[src/rtl/enc_pkg.sv]
// Shared widths and FSM state encoding for the encoder164 priority encoder.
// Optional serial multi-hot draining is enabled by ENC_MULTI_HOT_SERIAL_EN.
package enc_pkg;

  localparam int REQ_W  = 16;
  localparam int CODE_W = 4;

  typedef enum logic [0:0] {
    ENC_IDLE  = 1'b0,
    ENC_DRAIN = 1'b1
  } enc_state_e;

  // Mask with the bit at idx removed; used to step through a multi-hot word.
  function automatic logic [REQ_W-1:0] clear_bit(input logic [REQ_W-1:0] mask,
                                                 input logic [CODE_W-1:0] idx);
    return mask & ~(REQ_W'(1) << idx);
  endfunction

endpackage

[src/rtl/enc_prio16.sv]
// Combinational 16-line priority encoder: highest set index wins.
// Also reports whether any line is set and whether more than one is set.
module enc_prio16
  import enc_pkg::*;
(
  input  logic [REQ_W-1:0]  mask,
  output logic [CODE_W-1:0] idx,
  output logic              any,
  output logic              multi
);

  always_comb begin
    idx = '0;
    // Ascending scan so the last hit, the highest index, is kept.
    for (int i = 0; i < REQ_W; i++) begin
      if (mask[i]) idx = CODE_W'(i);
    end
    any   = |mask;
    multi = |(mask & (mask - REQ_W'(1)));
  end

endmodule

[src/rtl/encoder164.sv]
// 16-to-4 registered priority encoder with valid/ready handshakes on both sides.
// Define ENC_MULTI_HOT_SERIAL_EN to emit one beat per set bit of a multi-hot word.
module encoder164
  import enc_pkg::*;
(
  input  logic             clk,
  input  logic             rst_n,
  input  logic [REQ_W-1:0] d,
  input  logic             e,
  input  logic             in_valid,
  output logic             in_ready,
  output logic             x,
  output logic             y,
  output logic             z,
  output logic             w,
  output logic             gs,
  output logic             mh,
  output logic             last,
  output logic             out_valid,
  input  logic             out_ready
);

  // Handshake: a transfer happens on a rising edge where valid & ready are both 1;
  // a producer holds its data stable while valid is high and ready is low.

  enc_state_e        state_q, state_d;
  logic [REQ_W-1:0]  mask_q, mask_d;
  logic [CODE_W-1:0] code_q, code_d;
  logic              gs_q, gs_d;
  logic              mh_q, mh_d;
  logic              last_q, last_d;
  logic              out_valid_q, out_valid_d;

  logic              accept;
  logic              beat_done;
  logic [REQ_W-1:0]  residual;
  logic [REQ_W-1:0]  prio_in;
  logic [CODE_W-1:0] p_idx;
  logic              p_any;
  logic              p_multi;

  assign in_ready  = e & (~out_valid_q | (out_ready & last_q));
  assign accept    = in_valid & in_ready;
  assign beat_done = out_valid_q & out_ready;
  assign residual  = clear_bit(mask_q, code_q);
  // A new word always outranks the residual; both never need encoding together.
  assign prio_in   = accept ? d : residual;

  enc_prio16 u_prio (
    .mask  (prio_in),
    .idx   (p_idx),
    .any   (p_any),
    .multi (p_multi)
  );

  always_comb begin
    state_d     = state_q;
    mask_d      = mask_q;
    code_d      = code_q;
    gs_d        = gs_q;
    mh_d        = mh_q;
    last_d      = last_q;
    out_valid_d = out_valid_q;
    if (accept) begin
      mask_d      = d;
      code_d      = p_idx;
      gs_d        = p_any;
      mh_d        = p_multi;
      out_valid_d = 1'b1;
`ifdef ENC_MULTI_HOT_SERIAL_EN
      last_d      = ~p_multi;
      state_d     = p_multi ? ENC_DRAIN : ENC_IDLE;
`else
      last_d      = 1'b1;
      state_d     = ENC_IDLE;
`endif
    end else if (beat_done) begin
      if (last_q) begin
        out_valid_d = 1'b0;
        mask_d      = '0;
        state_d     = ENC_IDLE;
      end else begin
`ifdef ENC_MULTI_HOT_SERIAL_EN
        mask_d = residual;
        code_d = p_idx;
        gs_d   = p_any;
        last_d = ~p_multi;
`endif
      end
    end
  end

  always_ff @(posedge clk or negedge rst_n) begin
    if (!rst_n) begin
      state_q     <= ENC_IDLE;
      mask_q      <= '0;
      code_q      <= '0;
      gs_q        <= 1'b0;
      mh_q        <= 1'b0;
      last_q      <= 1'b0;
      out_valid_q <= 1'b0;
    end else begin
      state_q     <= state_d;
      mask_q      <= mask_d;
      code_q      <= code_d;
      gs_q        <= gs_d;
      mh_q        <= mh_d;
      last_q      <= last_d;
      out_valid_q <= out_valid_d;
    end
  end

  assign {x, y, z, w} = code_q;
  assign gs        = gs_q;
  assign mh        = mh_q;
  assign last      = last_q;
  assign out_valid = out_valid_q;

endmodule

[config.mk]
export PLATFORM = sky130hd
export DESIGN_NAME = encoder164
export DESIGN_NICKNAME = d
export VERILOG_FILES = /design/src/rtl/enc_pkg.sv /design/src/rtl/enc_prio16.sv /design/src/rtl/encoder164.sv
export SDC_FILE = /design/constraint.sdc
export NUM_CORES = 1
export LEC_CHECK = 0
export ABC_AREA = 1
export BUFFER_PORTS_ARGS = -buffer_cell sky130_fd_sc_hd__buf_2
export CORE_MARGIN = 2
export CORE_UTILIZATION = 59
export CTS_CLUSTER_DIAMETER = 200
export DETAILED_ROUTE_END_ITERATION = 8
export PLACE_DENSITY = 0.82
export SLEW_MARGIN = 20
export SYNTH_ARGS = -nofsm -noshare
export SYNTH_HDL_FRONTEND = slang
export SYNTH_SLANG_ARGS = --single-unit
[constraint.sdc]
create_clock -name clk -period 4.56 [get_ports clk]
set_input_delay 0 -clock clk [delete_from_list [all_inputs] [get_ports clk]]
set_output_delay 0 -clock clk [all_outputs]
set_load 0.02 [all_outputs]
==> impl_metrics.toml <==
[clocking]
clock-sinks = 24
clk_pin_slew_worst_paths_ns = 0.15
cts-root-buf = "clkbuf_4"
clk_latency_ns = 0.33
cts.htree.levels = 1
cts_inserted_buffers = 3
tritoncts = "yes"
clockBufferDepth = 2
cts_setup_buffers = 0

[logic_synthesis]
syn-cell-area_sq_um = 1650
yosysTopAreaCellShare_pct = 36.39
syn_area_per_cell_sq_um = 7.401
yosys_most_used_dff = "dfrtp_1"
ys_types = 34
synth_edf_count = 0
synthCells = 223
synth_top_area_cell = "dfrtp_1"
ys_seq_area_share_pct = 36.39
yosys_warnings = 0
ys_ff_latch = 24
syn_nets = 244
async_reset_ff_share_pct = 100.0
synth_area_leaders = "dfrtp_1, nand2_1, nand3_1"

[critical_path]
cp_common_cell = "nand2_1"
path_delay_family = "simple AND/OR/NAND/NOR gates"
crit_path_end_kind = "flop"
slowest_stage = "dfrtp_1"
worstSetupPathType = "flop to flop"
ff2ff_path_depth = 16
r2r-end = "mh"
critPathBufInv = 1
cp_max_fo = 55
path_cells = "nand2_1 > nand2_2 > nand3_4 > inv_2 > nand2_1 > nand2_1 > nor2_2 > nand2_4 > nor2_4 > nand3_1 > nor2_1 > o22ai_1 > nor2_1 > nand3_1 > nand2_1 > nand2_1"
crit_required_ns = 4.80
cp-startpoint = "last"
worstReg2RegStart = "last"
arrival_ns = 2.78
cp-start-kind = "flop"
cpPeakStageDelay_ns = 0.42
reg2reg_slack_ns = 2.01

[global_routing]
antenna_found_initial = 0
grt_pass1_wl_um = 6389
grt_max_degree = 56
grt_pass1_vias = 1439
overflow = 0
grt.total_usage_pct = 25.35

[route]
drtPass1Iterations = 4
wl_per_cell_um = 12.90
drtIter0Drc = 68
post-route-drc-count = 0
viasPerCell = 5.457
ant_nets = 0
routed-via-count = 1599
wl_um = 3780

[min_path]
worstHoldPathType = "input pin to flop"
hold_path.startpoint = "out_ready"
hold_end = "out_valid"
holdPathStages = 4

[layout]
nets = 284
mostFrequentLayoutCell = "nand2_1"
area_growth_pct = 19.79
mostFrequentLayoutCells = "nand2_1, buf_2, inv_1, nand3_1, dfrtp_1"
n_antenna_cell = 0
n_fill_cell = 223
layout-drive-gt1-share_pct = 25.57

[floorplanning]
io_pins = 30
initial_utilization_pct = 60.90
num_rows = 19
die_w_um = 56.89
die_h_um = 56.89
core-area_sq_um = 2710
die_area_sq_um = 3236

[sta]
drv_slew = 0
finalSetupViolations = 0
finalCritPeriodShare_pct = 55.82
fin_tns_setup_ns = 0
hold_slack_ns = 0.02005
rsz0062_at_grt = "no"
slew_headroom_pct = 56.13
finalCriticalPeriod_ns = 2.545
fmax_ghz = 0.3929
hold_violations = 0
worstMarginPinSlew_ns = 0.6562
fin_worst_skew_ns = 0.02024
worst_slack_ns = 2.015

[place]
globalplace.congestion = 0.8719
port_buffers = 29
post-place-ws_ns = 2.020
dp_hpwl_um = 2701

[power]
ir_drop_mv = 0.4491
finalPower_uw = 701.9
p_per_area_nw_per_um2 = 355.1
p_leak_nw = 0.9950

[flow_run]
maxCapViolCount = 0

[run_status]
status = "finished, final reports clean"
how the worst max path moves through the flow:
stage	end	slack [ns]	cells after the start
global placement	mh	2.05	16
global route	mh	1.67	16
floorplan	mh	2.58	16
finish	mh	2.01	16
CTS	mh	2.02	16
detailed placement	mh	2.02	16
worst min-delay path: stages:
cell,delay [ns]
buf_2,0.09
nand2_1,0.05
nand2_2,0.09
nand2_1,0.06
kinds of logic after synthesis:
kind of cell	share of synthesized area (%)
buf+inv	10.77
simple gates	35.94
flops	36.39
compound gates	16.91
power by group:
part           leakage (nW)  switching [mW]  internal [mW]
sequential            0.286          0.0331          0.243
clock                0.0279          0.0672         0.0889
combinational         0.681           0.169          0.101
total                 0.995           0.269          0.433
cells in the mapped netlist, drive strengths merged (2+ instances only):
master / count
a21oi: 3
nand4: 11
nand3: 31
clkbuf: 4
a22oi: 2
a31o: 5
inv: 34
o21ai: 22
dfrtp: 24
nand2: 49
nor3: 3
buf: 4
nor2: 20
a31oi: 5
per-stage QoR:
| stage | instance area [sq um] | utilization, % | instances |
|---|---|---|---|
| final | 1977 | 72.95 | 293 |
| after global routing | 1977 | 72.95 | 293 |
| after CTS | 1977 | 72.95 | 293 |
| after detailed placement | 1784 | 65.84 | 275 |
| after global placement | 1784 | 65.84 | 275 |
| after floorplan | 1650 | - | 223 |
sequential cells by signal, summed over array words and instances (netlist names):
signal,count
code_q,4
mh,1
out_valid,1
last,1
gs,1
mask_q,16
cell type report:
type                    instances  area [sq um]  area share, %
clock buffers                   3         22.52          1.139
repair buffers                 43         285.3          14.43
multi-input cells             157         872.1          44.11
flip-flops and latches         24         600.6          30.38
clock inverters                 1         30.03          1.519
well taps                      31         38.79          1.962
inverters                      34         127.6          6.456
per-layer routing:
metal | up-vias | global-route usage [%] | share of wire (%)
met5 | - | 0 | 0
met4 | 0 | 4.319 | 1.4
met3 | 6 | 4.608 | 5.4
met2 | 57 | 46.96 | 51
met1 | 713 | 30.60 | 43
li1 | 823 | - | -
timing repair:
action / CTS / global route
hold endpoints to repair: 37 / 0
hold buffers: 14 / 0
setup endpoints to repair: 0 / 0
gates resized for setup: 0 / 0
(Power assumes the default switching activity.)
